## src/rtl/b_pkg.sv

```systemverilog
// Shared types and widths for the writeback slice.
package b_pkg;

   localparam int DATA_W = 32;
   localparam int ADDR_W = 5;

   // Load width and extension selector carried down from the decoder.
   typedef enum logic [2:0] {
      LT_LW  = 3'd0,
      LT_LH  = 3'd1,
      LT_LHU = 3'd2,
      LT_LB  = 3'd3,
      LT_LBU = 3'd4
   } load_type_e;

endpackage

```

## src/rtl/b_wb_fifo.sv

```systemverilog
// Pending-write queue for out-of-order MDU results. Each entry has a valid
// bit so that a newer in-order write to the same register can cancel it.
// Cancelled (or address-0) entries are dropped from the head on their own,
// without ever occupying the register-file write port.
module b_wb_fifo #(
   parameter int DATA_W = 32,
   parameter int ADDR_W = 5,
   parameter int DEPTH  = 2
) (
   input  logic              clk,
   input  logic              srst,
   input  logic              push,
   input  logic [ADDR_W-1:0] push_addr,
   input  logic [DATA_W-1:0] push_data,
   input  logic              pop,
   input  logic              squash,
   input  logic [ADDR_W-1:0] squash_addr,
   output logic              head_valid,
   output logic [ADDR_W-1:0] head_addr,
   output logic [DATA_W-1:0] head_data,
   output logic              ready,
   output logic              any_valid
);
   import b_pkg::*;

   localparam int PTR_W = (DEPTH > 1) ? $clog2(DEPTH) : 1;
   localparam logic [PTR_W-1:0] PTR_ONE = 1;
   localparam logic [PTR_W:0]   CNT_ONE = 1;
   localparam logic [PTR_W:0]   CNT_MAX = (PTR_W+1)'(DEPTH);

   logic [ADDR_W-1:0] addr_mem [DEPTH];
   logic [DATA_W-1:0] data_mem [DEPTH];
   logic [DEPTH-1:0]  valid_reg, valid_next;
   logic [DEPTH-1:0]  squash_hit;
   logic [PTR_W-1:0]  rd_ptr_reg, wr_ptr_reg;
   logic [PTR_W:0]    count_reg;
   logic              not_empty, do_push, do_pop;

   assign not_empty  = (count_reg != '0);
   assign ready      = (count_reg != CNT_MAX);
   assign do_push    = push && ready;
   // A valid head leaves only when the port is free; a dead head always leaves.
   assign do_pop     = not_empty && (pop || !valid_reg[rd_ptr_reg]);
   assign head_valid = not_empty && valid_reg[rd_ptr_reg];
   assign head_addr  = addr_mem[rd_ptr_reg];
   assign head_data  = data_mem[rd_ptr_reg];
   assign any_valid  = |valid_reg;

   // Per-entry address match against the in-order write retiring this cycle.
   genvar gi;
   generate
      for (gi = 0; gi < DEPTH; gi++) begin : g_squash
         assign squash_hit[gi] = squash && (addr_mem[gi] == squash_addr);
      end
   endgenerate

   // Next valid bits: squash older entries first, then pop, then the new push
   // (so a same-cycle push to the squashed address survives).
   always_comb begin
      valid_next = valid_reg & ~squash_hit;
      if (do_pop) begin
         valid_next[rd_ptr_reg] = 1'b0;
      end
      if (do_push) begin
         valid_next[wr_ptr_reg] = (push_addr != '0);
      end
   end

   // Pointers, occupancy and valid bits.
   always_ff @(posedge clk) begin
      if (srst) begin
         valid_reg  <= '0;
         rd_ptr_reg <= '0;
         wr_ptr_reg <= '0;
         count_reg  <= '0;
      end else begin
         valid_reg <= valid_next;
         if (do_pop) begin
            rd_ptr_reg <= rd_ptr_reg + PTR_ONE;
         end
         if (do_push) begin
            wr_ptr_reg <= wr_ptr_reg + PTR_ONE;
         end
         case ({do_push, do_pop})
            2'b10:   count_reg <= count_reg + CNT_ONE;
            2'b01:   count_reg <= count_reg - CNT_ONE;
            default: count_reg <= count_reg;
         endcase
      end
   end

   // Entry payload storage; contents are meaningless unless the valid bit is set.
   always_ff @(posedge clk) begin
      if (do_push) begin
         addr_mem[wr_ptr_reg] <= push_addr;
         data_mem[wr_ptr_reg] <= push_data;
      end
   end

endmodule

```

## src/rtl/b_wb_stage.sv

```systemverilog
// MIPS writeback stage: MEM/WB register with load extraction, plus the
// arbiter for the single register-file write port between in-order results
// and queued MDU results.
module b_wb_stage #(
   parameter int DATA_W     = b_pkg::DATA_W,
   parameter int ADDR_W     = b_pkg::ADDR_W,
   parameter int FIFO_DEPTH = 2
) (
   input  logic              i_sys_clock,
   input  logic              i_sys_reset,
   input  logic              i_wb_stall,
   input  logic              i_wb_flush,
   input  logic              i_mem_valid,
   input  logic              i_mem_regwr,
   input  logic              i_mem_memtoreg,
   input  logic [ADDR_W-1:0] i_mem_wr_addr,
   input  logic [DATA_W-1:0] i_mem_alu_result,
   input  logic [DATA_W-1:0] i_mem_load_data,
   input  logic [2:0]        i_mem_load_type,
   input  logic              i_mdu_valid,
   input  logic [ADDR_W-1:0] i_mdu_wr_addr,
   input  logic [DATA_W-1:0] i_mdu_wr_data,
   output logic              o_mdu_ready,
   output logic              o_wb_regwr,
   output logic [ADDR_W-1:0] o_wb_wr_addr,
   output logic [DATA_W-1:0] o_wb_wr_data,
   output logic              o_wb_pending
);
   import b_pkg::*;

   logic              wb_valid_reg, wb_regwr_reg;
   logic [ADDR_W-1:0] wb_addr_reg;
   logic [DATA_W-1:0] wb_data_reg;
   logic [7:0]        load_byte;
   logic [15:0]       load_half;
   logic [DATA_W-1:0] load_ext, mem_wr_data;
   logic              pipe_active, fifo_ready, fifo_any_valid, head_valid;
   logic [ADDR_W-1:0] head_addr;
   logic [DATA_W-1:0] head_data;

   // Pick the addressed byte/half of the aligned word and extend it.
   always_comb begin
      load_byte = i_mem_load_data[{i_mem_alu_result[1:0], 3'b000} +: 8];
      load_half = i_mem_alu_result[1] ? i_mem_load_data[31:16] : i_mem_load_data[15:0];
      case (load_type_e'(i_mem_load_type))
         LT_LH:   load_ext = {{(DATA_W-16){load_half[15]}}, load_half};
         LT_LHU:  load_ext = {{(DATA_W-16){1'b0}}, load_half};
         LT_LB:   load_ext = {{(DATA_W-8){load_byte[7]}}, load_byte};
         LT_LBU:  load_ext = {{(DATA_W-8){1'b0}}, load_byte};
         default: load_ext = i_mem_load_data;
      endcase
      mem_wr_data = i_mem_memtoreg ? load_ext : i_mem_alu_result;
   end

   // MEM/WB register: flush beats stall, stall holds, otherwise capture.
   always_ff @(posedge i_sys_clock) begin
      if (i_sys_reset) begin
         wb_valid_reg <= 1'b0;
         wb_regwr_reg <= 1'b0;
         wb_addr_reg  <= '0;
         wb_data_reg  <= '0;
      end else if (i_wb_flush) begin
         wb_valid_reg <= 1'b0;
      end else if (!i_wb_stall) begin
         wb_valid_reg <= i_mem_valid;
         wb_regwr_reg <= i_mem_regwr;
         wb_addr_reg  <= i_mem_wr_addr;
         wb_data_reg  <= mem_wr_data;
      end
   end

   assign pipe_active  = wb_valid_reg && wb_regwr_reg && (wb_addr_reg != '0);
   assign o_mdu_ready  = !i_sys_reset && fifo_ready;
   assign o_wb_pending = fifo_any_valid;

   b_wb_fifo #(
      .DATA_W (DATA_W),
      .ADDR_W (ADDR_W),
      .DEPTH  (FIFO_DEPTH)
   ) u_fifo (
      .clk         (i_sys_clock),
      .srst        (i_sys_reset),
      .push        (i_mdu_valid && o_mdu_ready),
      .push_addr   (i_mdu_wr_addr),
      .push_data   (i_mdu_wr_data),
      .pop         (!pipe_active),
      .squash      (pipe_active),
      .squash_addr (wb_addr_reg),
      .head_valid  (head_valid),
      .head_addr   (head_addr),
      .head_data   (head_data),
      .ready       (fifo_ready),
      .any_valid   (fifo_any_valid)
   );

   // Write-port arbitration: in-order result first, queued MDU result otherwise.
   always_comb begin
      o_wb_regwr   = 1'b0;
      o_wb_wr_addr = '0;
      o_wb_wr_data = '0;
      if (pipe_active) begin
         o_wb_regwr   = 1'b1;
         o_wb_wr_addr = wb_addr_reg;
         o_wb_wr_data = wb_data_reg;
      end else if (head_valid) begin
         o_wb_regwr   = 1'b1;
         o_wb_wr_addr = head_addr;
         o_wb_wr_data = head_data;
      end
   end

endmodule

```

## config.mk

```make
export PLATFORM = sky130hd
export DESIGN_NAME = b_wb_stage
export DESIGN_NICKNAME = d
export VERILOG_FILES = /design/src/rtl/b_pkg.sv /design/src/rtl/b_wb_fifo.sv /design/src/rtl/b_wb_stage.sv
export SDC_FILE = /design/constraint.sdc
export NUM_CORES = 1
export LEC_CHECK = 0
export CORE_MARGIN = 2
export CORE_UTILIZATION = 45
export CTS_CLUSTER_SIZE = 24
export DETAILED_ROUTE_END_ITERATION = 7
export PLACE_DENSITY = 0.77
export SLEW_MARGIN = 20
export SYNTH_ARGS = -nofsm -noshare
export SYNTH_HDL_FRONTEND = slang
export SYNTH_HIERARCHICAL = 1
export SYNTH_SLANG_ARGS = --single-unit
export TNS_END_PERCENT = 1
```

## constraint.sdc

```tcl
create_clock -name i_sys_clock -period 2.77 [get_ports i_sys_clock]
set_input_delay 0.831 -clock i_sys_clock [delete_from_list [all_inputs] [get_ports i_sys_clock]]
set_output_delay 0.831 -clock i_sys_clock [all_outputs]
set_load 0.01 [all_outputs]
```

==> results of run 1 <==
synth_stat cells, types with 2 or more instances:
master    number  area [um2]
nor2b_1       10        62.6
nand3_1       14        70.1
and2_1         2        12.5
o31a_1         4        35.0
mux2i_1        8        80.1
nor4_1         3        18.8
xnor2_1        4        35.0
xor2_1         9        78.8
a22oi_1        5        37.5
or3_1          3        18.8
a2bb2o_1       7        70.1
clkbuf_1      36         135
buf_6          3        33.8
nand2_1      145         544
a211oi_1       2        15.0
nor2_1        17        63.8
buf_2         11        55.1
o211ai_1       9        67.6
inv_1          5        18.8
a221oi_1      25         219
o311a_1        3        30.0
nand3b_1       6        45.0
a21oi_1       21         105
a21o_1         3        22.5
mux2_2        44         495
o21ai_0       81         405
nor3_1         3        15.0
edfxtp_1      74        2220
dfxtp_1       46         921
or2_2          5        31.3
o21a_1         2        15.0
a31oi_1        5        31.3
area by class of cell:
cell class / count / area (um2) / area share [%]
Clock buffer: 18 / 429 / 4.87
Clock inverter: 14 / 149 / 1.69
Inverter: 6 / 26.3 / 0.298
Multi-Input combinational cell: 456 / 2920 / 33.1
Sequential cell: 120 / 3140 / 35.7
Tap cell: 176 / 220 / 2.50
Timing Repair Buffer: 201 / 1920 / 21.8
worst register-to-register path: stages, from the launching register on:
cell and delay (ns):
dfxtp_1 0.31, or3_4 0.38, o311a_4 0.42, buf_12 0.17, buf_6 0.14, buf_4 0.15, inv_1 0.09, nor2_1 0.05
nor2_1 0.10, ha_1 0.27, or3_1 0.35, a21oi_1 0.15
worst paths after layout:
path	end	slack, ns	depth (start not counted)
worst min-delay path	wb_data_reg[10]	0.48	2
worst max-delay path	o_wb_wr_data[9]	-0.18	7
worst min register to register	wb_data_reg[10]	0.48	2
worst max register to register	u_fifo/count_reg[1]	0.11	11
repair_timing:
action	in CTS	in global routing
endpoints found under the setup margin	38	38
setup buffers	1	2
pin swaps	6	3
gates resized for setup	168	48
gates cloned	0	4
cells by family after synthesis:
logic type,Yosys count
simple gates,215
xor+xnor,13
fa+ha+maj,2
buf+inv,56
compound gates,172
flops,120
mux,54
stage by stage:
step / power [mW] / instances / hold slack, ns / utilization (%) / setup WS, ns
after global placement: 3.54 / 952 / 0.456 / 61.3 / -0.159
final: 5.69 / 991 / 0.481 / 66.0 / -0.181
after detailed placement: 3.57 / 952 / 0.471 / 61.3 / -0.182
after floorplan: 2.97 / 632 / 0.449 / - / 0.127
after CTS: 5.70 / 985 / 0.479 / 64.9 / -0.248
after global routing: 5.92 / 991 / 0.518 / 66.0 / -0.224
per-layer routing:
metal,vias to the layer above,track usage [%]
met4,0,12.2
met5,-,0
met3,47,6.06
met2,271,40.2
li1,2657,-
met1,2701,35.3
report_power, final:
group          switching [mW]  leakage (nW)  internal [mW]  total (mW)
Sequential             0.0918          1.06           2.08        2.17
Clock                   0.818         0.276           1.33        2.14
Combinational           0.676          1.90          0.698        1.37
Total                    1.59          3.23           4.10        5.69
==> flow_summary_export.csv, run 1 <==
group,metric,value,unit
logic_synthesis,synth_seq_cells,120,
logic_synthesis,syn_nets,750,
routing,wl,19.5,mm
power_and_ir_drop,powerDensity,645,mW/mm2
layout,final_common_cell,"nand2_1",
flow_run,drv_cap,0,
floorplanning,fp.dieArea,0.0147,mm2
hold_path,hp-class,"reg2reg",
logic_synthesis,ys_warn_count,6,
outcome,violations,"negative setup slack",
layout,largest_reg_flops,64,
worst_setup_path,cpPeakStageDelay,0.42,ns
worst_setup_path,crit_type,"reg2out",
layout,layout.nets,920,
power_and_ir_drop,leakage,3.23,nW
floorplanning,io_pins,157,
layout,num_antenna_cells,0,
worst_setup_path,crit_path_start,"wb_addr_reg[4]",
worst_setup_path,cp-start-kind,"flip-flop",
logic_synthesis,ys_types,49,
sta,fmaxAchievable,339,MHz
worst_setup_path,crit_fanout,8,
sta,drv_slew,0,
power_and_ir_drop,ir_drop,0.481,mV
logic_synthesis,ys.flop_type,"edfxtp_1",
layout,drive_above_1_share,24.5,%
clock_tree,cts_hold_buf,0,
clock_tree,insertion_delay,0.42,ns
logic_synthesis,synth-compound-area-share,18.0,%
sta,finClkSkew,0.00750,ns
global_routing,grt_max_degree,54,
sta,relSlewSlack,51.2,%
floorplanning,rows,42,
routing,first_pass_iters,7,
routing,wl_per_cell,19.7,um
global_routing,first_global_vias,5568,
sta,rsz0062_at_grt,"true",
placement,gp_congestion,0.936,
global_routing,grt_pass1_wl,29.5,mm
logic_synthesis,syn_area_per_cell,9.80,um2
routing,routed.top_layer,"met4",
logic_synthesis,synthCells,632,
clock_tree,path_clk_slew,0.06,ns
routing,drc,0,
layout,final_cell_mix,"nand2_1 (136), clkdlybuf4s50_1 (117), edfxtp_1 (74), o21ai_0 (48), dfxtp_1 (46)",
routing,drt_iter0_markers,785,
clock_tree,clock_path_buffers,2,
layout,fin_area,0.00881,mm2
sta,tightestPinTransition,0.728,ns
sta,tns,-3.26,ns
layout,fillerInstances,1057,
worst_setup_path,end_kind,"output pin",
routing,via_count,5676,
worst_setup_path,critPathTopFamily,"compound AO/OA/AOI/OAI gates",
floorplanning,design.core.area,0.0133,mm2
global_routing,grtUsageTotal,26.3,%
logic_synthesis,synth_edf_count,74,
routing,dr_wl_met3,1.57,mm
logic_synthesis,muxShareOfSynthArea,9.90,%
logic_synthesis,synth_fa_ha_area_share,0.364,%
routing,ant_nets,0,
routing,drt-met1-wl,8.14,mm
sta,min_period,2.95,ns
worst_setup_path,cp_slowest_cell,"o311a_4",
worst_setup_path,crit_path_cell_trace,"or3_4, o311a_4, buf_12, clkbuf_16, nand2_1, o21ai_1, buf_2",
sta,finalSetupViolCount,38,
floorplanning,die_x,121,um
sta,fin_crit_sh,107,%
worst_setup_path,rr_startpoint,"wb_addr_reg[4]",
clock_tree,cts_tree,"built",
routing,wl_met2,9.22,mm
logic_synthesis,synth_top_family_by_area,"compound AO/OA/AOI/OAI gates",
worst_setup_path,worstPathRequired,1.94,ns
global_routing,antenna_found_initial,0,
routing,viasPerCell,5.73,
worst_setup_path,cp_num_buf_inv,3,
clock_tree,clkSinkCount,120,
logic_synthesis,ys_seq_area_share,50.8,%
placement,hpwl,13.4,mm
logic_synthesis,yosys.area_share.simple,15.2,%
clock_tree,htreeDepth,4,
logic_synthesis,netlist_area,0.00619,mm2
clock_tree,cts_buffers,17,
layout,area_growth,42.3,%
logic_synthesis,async_flop_share,0,%
hold_path,min_from,"wb_data_reg[10]",
floorplanning,start_util,46.4,%
global_routing,overflow,0,
placement,io_buffers,156,
sta,hold_viol,0,
sta,worst_slack,-0.181,ns
clock_tree,root_buffer,"clkbuf_16",
worst_setup_path,arrival,2.12,ns
outcome,status,"complete, but fails checks",
floorplanning,fp.dieH,121,um
placement,placed_area,0.00819,mm2
logic_synthesis,synth-xor-area-share,1.84,%
Note: power is estimated with default switching activity, not from simulation.
==> run 2, diff against run 1 <==
--- a/config.mk
+++ b/config.mk
@@ -6,10 +6,12 @@
 export NUM_CORES = 1
 export LEC_CHECK = 0
 export CORE_MARGIN = 2
-export CORE_UTILIZATION = 45
+export CORE_UTILIZATION = 58
 export CTS_CLUSTER_SIZE = 24
 export DETAILED_ROUTE_END_ITERATION = 7
-export PLACE_DENSITY = 0.77
+export DONT_BUFFER_PORTS = 1
+export HOLD_SLACK_MARGIN = 0.05
+export PLACE_DENSITY = 0.76
 export SLEW_MARGIN = 20
 export SYNTH_ARGS = -nofsm -noshare
 export SYNTH_HDL_FRONTEND = slang
==> run 2 against run 1 <==
Net effect: the run still ends with negative setup slack left; clock skew is 0.00071 ns lower; power shrank 4.5%; cell count down 19%; highest routed layer unchanged.
==> flow_summary_export.csv, run 2 (same netlist as run 1, synthesis figures left out) <==
group,metric,value,unit
routing,wl_per_cell,21.2,um
placement,dp_cells,769,
layout,layout.area.seq,0.00314,mm2
outcome,violations,"negative setup slack",
sta,tightestPinTransition,0.585,ns
clock_tree,cts_hold_buf,0,
layout,utilization,69.9,%
floorplanning,start_util,60.0,%
sta,finalSetupViolCount,38,
sta,tns,-6.81,ns
routing,ant_nets,0,
flow_run,drv_cap,0,
placement,io_buffers,0,
routing,drc,0,
sta,fmaxAchievable,333,MHz
worst_setup_path,worstPathRequired,1.94,ns
worst_setup_path,worstReg2RegEnd,"u_fifo/count_reg[1]",
outcome,status,"complete, but fails checks",
worst_setup_path,r2r_slack,0.36,ns
global_routing,overflow,0,
clock_tree,htreeDepth,4,
floorplanning,rows,37,
placement,gp_congestion,0.935,
worst_setup_path,end_kind,"output pin",
clock_tree,path_clk_slew,0.06,ns
hold_path,hp-class,"in2reg",
floorplanning,io_pins,157,
placement,placed_area,0.00660,mm2
worst_setup_path,arrival,2.17,ns
floorplanning,die_x,107,um
layout,final_common_cell,"nand2_1",
floorplanning,fp.dieArea,0.0115,mm2
global_routing,grtUsageTotal,30.4,%
worst_setup_path,crit_path_start,"wb_addr_reg[4]",
worst_setup_path,cpPeakStageDelay,0.39,ns
worst_setup_path,endpoint,"o_wb_wr_data[1]",
layout,drive_above_1_share,21.5,%
power_and_ir_drop,powerDensity,752,mW/mm2
worst_setup_path,crit_fanout,56,
floorplanning,design.core.area,0.0103,mm2
layout,final_cell_mix,"nand2_1 (144), edfxtp_1 (74), o21ai_0 (57), buf_4 (46), dfxtp_1 (45)",
worst_setup_path,rr_startpoint,"wb_addr_reg[4]",
clock_tree,clkSinkCount,120,
sta,finClkSkew,0.00679,ns
hold_path,hold_depth,1,
global_routing,grt_max_degree,57,
sta,min_period,3.00,ns
routing,wl,17.0,mm
global_routing,grt_pass1_wl,26.0,mm
worst_setup_path,crit_path_cell_trace,"or3_4, o311a_4, buf_12, nand2_1, o21ai_0, buf_4",
sta,drv_slew,0,
layout,layout.nets,770,
clock_tree,root_buffer,"clkbuf_8",
clock_tree,cts_tree,"built",
power_and_ir_drop,leakage,2.54,nW
placement,pre_cts_ws,0.199,ns
global_routing,first_global_vias,4951,
sta,hold_viol,0,
routing,first_pass_iters,6,
worst_setup_path,cp-start-kind,"flip-flop",
layout,layoutNonFillerInstCount,801,
clock_tree,insertion_delay,0.52,ns
power_and_ir_drop,ir_drop,0.693,mV
layout,fin_area,0.00722,mm2
routing,viasPerCell,6.30,
sta,rsz0062_at_grt,"true",
worst_setup_path,r2r.worst_path.cells,9,
floorplanning,fp.dieH,107,um
layout,multiInputGateArea,0.00284,mm2
clock_tree,clock_path_buffers,2,
clock_tree,cts_setup_buffers,0,
sta,relSlewSlack,61.0,%
sta,worst_slack,-0.230,ns
placement,hpwl,11.8,mm
worst_setup_path,cp_slowest_cell,"or3_4",
routing,drt_iter0_markers,475,
global_routing,antenna_found_initial,0,
sta,fin_crit_sh,108,%
clock_tree,cts_buffers,17,
worst_setup_path,crit_type,"reg2out",
layout,area_growth,16.6,%
layout,fillerInstances,772,
routing,via_count,5049,
layout,largest_reg_flops,64,
layout,num_antenna_cells,0,
==> run 2: cell types whose count changed in the layout (fill, tap and decap cells not counted), moves of 3 or more <==
cell | before | now
buf_2 | 35 | 0
clkdlybuf4s50_1 | 117 | 0
clkinv_4 | 4 | 1
o21ai_1 | 16 | 23
nand2_2 | 9 | 1
o21ai_0 | 48 | 57
clkbuf_16 | 20 | 16
buf_12 | 12 | 5
nand2_1 | 136 | 144
o21ai_2 | 17 | 1
buf_4 | 29 | 46
==> run 2: repair_timing <==
item,CTS,global route
setup endpoints to repair,38,38
resized for setup,20,9
hold endpoints to repair,0,0
==> run 2: worst min-delay path by stage <==
stage	start	to	slack, ns
floorplan	wb_data_reg[10]	wb_data_reg[10]	0.45
global placement	wb_data_reg[17]	wb_data_reg[17]	0.45
detailed placement	wb_data_reg[20]	wb_data_reg[20]	0.47
CTS	i_sys_reset	wb_addr_reg[4]	0.34
global route	i_sys_reset	u_fifo/count_reg[0]	0.35
finish	i_sys_reset	wb_addr_reg[4]	0.38
==> run 2: stage by stage <==
| step | power [mW] | hold WS, ns |
|---|---|---|
| CTS | 5.46 | 0.340 |
| floorplan | 2.97 | 0.449 |
| detailed placement | 3.24 | 0.465 |
| global placement | 3.21 | 0.453 |
| global route | 5.65 | 0.346 |
| finish | 5.43 | 0.382 |
==> run 2: layout make-up <==
class                      count  area share [%]
clock inverter                15            2.53
clock buffer                  17            5.74
inverter                       6           0.364
sequential                   120            43.5
tap                          136            2.36
timing repair buffer          51            6.17
multi-input combinational    456            39.3
==> run 2: routing by layer <==
layer	part of all wire [%]	track usage [%]	vias to the layer above
li1	-	-	2340
met4	2.4	12.0	0
met2	45	45.8	284
met3	12	11.6	37
met5	0	0	-
met1	40	39.8	2388
==> run 2: report_power, final <==
part	switching, mW	leakage (nW)	internal, mW	total [mW]
registers	0.0930	1.06	2.08	2.17
clock network	0.768	0.288	1.44	2.21
logic	0.533	1.20	0.517	1.05
total	1.39	2.54	4.04	5.43
==> run 2: critical path, delay by kind of cell, from the launching register on <==
kind	cells	cell delay [ns]
AND/OR/NAND/NOR	2	0.51
flip-flops	1	0.35
AO/OA/AOI/OAI	2	0.43
buffers and inverters	2	0.35
==> run 3, diff against run 2 <==
--- a/config.mk
+++ b/config.mk
@@ -6,13 +6,13 @@
 export NUM_CORES = 1
 export LEC_CHECK = 0
 export CORE_MARGIN = 2
-export CORE_UTILIZATION = 58
+export CORE_UTILIZATION = 45
 export CTS_CLUSTER_SIZE = 24
 export DETAILED_ROUTE_END_ITERATION = 7
-export DONT_BUFFER_PORTS = 1
+export GPL_ROUTABILITY_DRIVEN = 0
 export HOLD_SLACK_MARGIN = 0.05
-export PLACE_DENSITY = 0.76
-export SLEW_MARGIN = 20
+export PLACE_DENSITY = 0.77
+export SLEW_MARGIN = 5
 export SYNTH_ARGS = -nofsm -noshare
 export SYNTH_HDL_FRONTEND = slang
 export SYNTH_HIERARCHICAL = 1
==> run 3 against run 2 <==
Net effect: the flow still finishes with violations (negative setup slack); sequential share of layout area is 7.4 points lower; clock-buffer cell count is 3 higher; worst hold slack better by 0.096 ns; final area is 20% higher; clock power is 4% lower; register-to-register slack hardly changed; first-iteration DRC count is 12% higher; global-route usage is 4.2 points lower; critical path depth is 1 lower; wire length is 12% higher; critical path type unchanged.
==> flow_summary_export.csv, run 3 (same netlist as run 1, synthesis figures left out) <==
group,metric,value,unit
clock_tree,cts_tree,"built",
routing,wl,19.0,mm
worst_setup_path,cp-start-kind,"flip-flop",
placement,hpwl,13.4,mm
floorplanning,design.core.area,0.0133,mm2
placement,io_buffers,156,
worst_setup_path,r2r_slack,0.36,ns
power_and_ir_drop,powerDensity,652,mW/mm2
hold_path,min_to,"wb_data_reg[8]",
routing,first_pass_iters,6,
sta,hold_slack,0.478,ns
sta,finClkSkew,0.00847,ns
clock_tree,clock_path_buffers,2,
power_and_ir_drop,ir_drop,0.490,mV
global_routing,grt_use_met2,41.2,%
hold_path,min_from,"wb_data_reg[8]",
floorplanning,start_util,46.4,%
layout,final_cell_mix,"nand2_1 (142), clkdlybuf4s50_1 (117), edfxtp_1 (74), o21ai_0 (52), dfxtp_1 (45)",
power_and_ir_drop,leakage,3.17,nW
layout,largest_reg_flops,64,
hold_path,hold_depth,2,
sta,fmaxAchievable,344,MHz
routing,wl_per_cell,19.3,um
sta,tightestPinTransition,0.553,ns
sta,hold_viol,0,
sta,rsz0062_at_grt,"true",
global_routing,grtUsageTotal,26.2,%
clock_tree,cts_buffers,17,
clock_tree,cts_hold_buf,0,
global_routing,overflow,0,
layout,drive_above_1_share,22.5,%
layout,layout.nets,914,
global_routing,grt.busiest_layer,"met2",
sta,finalSetupViolCount,21,
clock_tree,root_buffer,"clkbuf_16",
sta,min_period,2.91,ns
flow_run,drv_cap,0,
routing,drt_iter0_markers,530,
routing,drc,0,
outcome,status,"complete, but fails checks",
layout,area_growth,40.4,%
hold_path,hp-class,"reg2reg",
clock_tree,insertion_delay,0.41,ns
sta,worst_slack,-0.136,ns
clock_tree,htreeDepth,4,
sta,drv_slew,0,
routing,via_count,5620,
routing,viasPerCell,5.71,
global_routing,grt_pass1_wl,29.3,mm
global_routing,globalRouteMet3Util,7.85,%
worst_setup_path,worstPathRequired,1.94,ns
worst_setup_path,crit_type,"reg2out",
worst_setup_path,end_kind,"output pin",
worst_setup_path,worstReg2RegEnd,"u_fifo/count_reg[1]",
layout,num_antenna_cells,0,
floorplanning,fp.dieArea,0.0147,mm2
sta,tns,-1.06,ns
floorplanning,fp.dieH,121,um
worst_setup_path,rr_startpoint,"wb_addr_reg[0]",
worst_setup_path,crit_fanout,33,
clock_tree,path_clk_slew,0.05,ns
global_routing,grt_max_degree,54,
global_routing,first_global_vias,5637,
sta,relSlewSlack,63.1,%
layout,final_common_cell,"nand2_1",
clock_tree,clkSinkCount,120,
floorplanning,die_x,121,um
sta,fin_crit_sh,105,%
global_routing,grt_use_met1,33.4,%
worst_setup_path,r2r.worst_path.cells,9,
routing,ant_nets,0,
global_routing,antenna_found_initial,0,
floorplanning,rows,42,
worst_setup_path,arrival,2.08,ns
outcome,violations,"negative setup slack",
floorplanning,io_pins,157,
run 3: cell type report:
type,instances,area [um2]
Fill cell,1053,4650
Timing Repair Buffer,195,1840
Multi-Input combinational cell,456,2890
Sequential cell,120,3140
Inverter,6,26.3
Clock inverter,11,131
Tap cell,176,220
Clock buffer,20,437
run 3: what timing repair did:
item                       CTS  global route
gates resized for setup    177            22
buffers inserted             1             0
hold endpoints to repair     0             0
pin swaps                    7             4
setup endpoints to repair   38            38
gates cloned                 0             0
run 3: worst max-delay path: stages (launching register included):
cell and delay, ns:
dfxtp_1 0.31, or3_1 0.38, o311a_4 0.38, buf_12 0.19
o21ai_1 0.16, clkdlybuf4s15_2 0.24
run 3: per-layer routing:
| layer | part of all wire (%) | vias to the layer above |
|---|---|---|
| li1 | - | 2637 |
| met1 | 41 | 2671 |
| met2 | 47 | 272 |
| met3 | 8.8 | 40 |
| met4 | 3.2 | 0 |
| met5 | 0 | - |
run 3: stage by stage:
| step | cells | area (um2) | utilization (%) | setup slack, ns | total power [mW] |
|---|---|---|---|---|---|
| floorplan | 632 | 6200 | - | 0.127 | 2.97 |
| detailed placement | 952 | 8200 | 61.4 | -0.158 | 3.56 |
| CTS | 984 | 8680 | 65.0 | -0.232 | 5.67 |
| global route | 984 | 8690 | 65.1 | -0.194 | 5.88 |
| finish | 984 | 8690 | 65.1 | -0.136 | 5.66 |
| global placement | 952 | 8200 | 61.4 | -0.148 | 3.52 |
run 3: worst max-delay path by stage:
| stage | to | startpoint | depth (start not counted) |
|---|---|---|---|
| 6_report | o_wb_wr_data[9] | wb_addr_reg[0] | 5 |
| 4_1_cts | o_wb_wr_data[11] | wb_addr_reg[0] | 5 |
| 2_1_floorplan | u_fifo/addr_mem[1][0] | i_sys_reset | 5 |
| 3_5_place_dp | o_wb_wr_data[21] | wb_addr_reg[4] | 5 |
| 5_1_grt | o_wb_wr_data[10] | wb_addr_reg[0] | 6 |
| 3_3_place_gp | o_wb_wr_data[23] | wb_addr_reg[4] | 5 |
run 3: where the power goes:
part	total [mW]	internal (mW)	switching, mW
Sequential	2.17	2.08	0.0877
Clock	2.13	1.39	0.741
Combinational	1.36	0.692	0.673
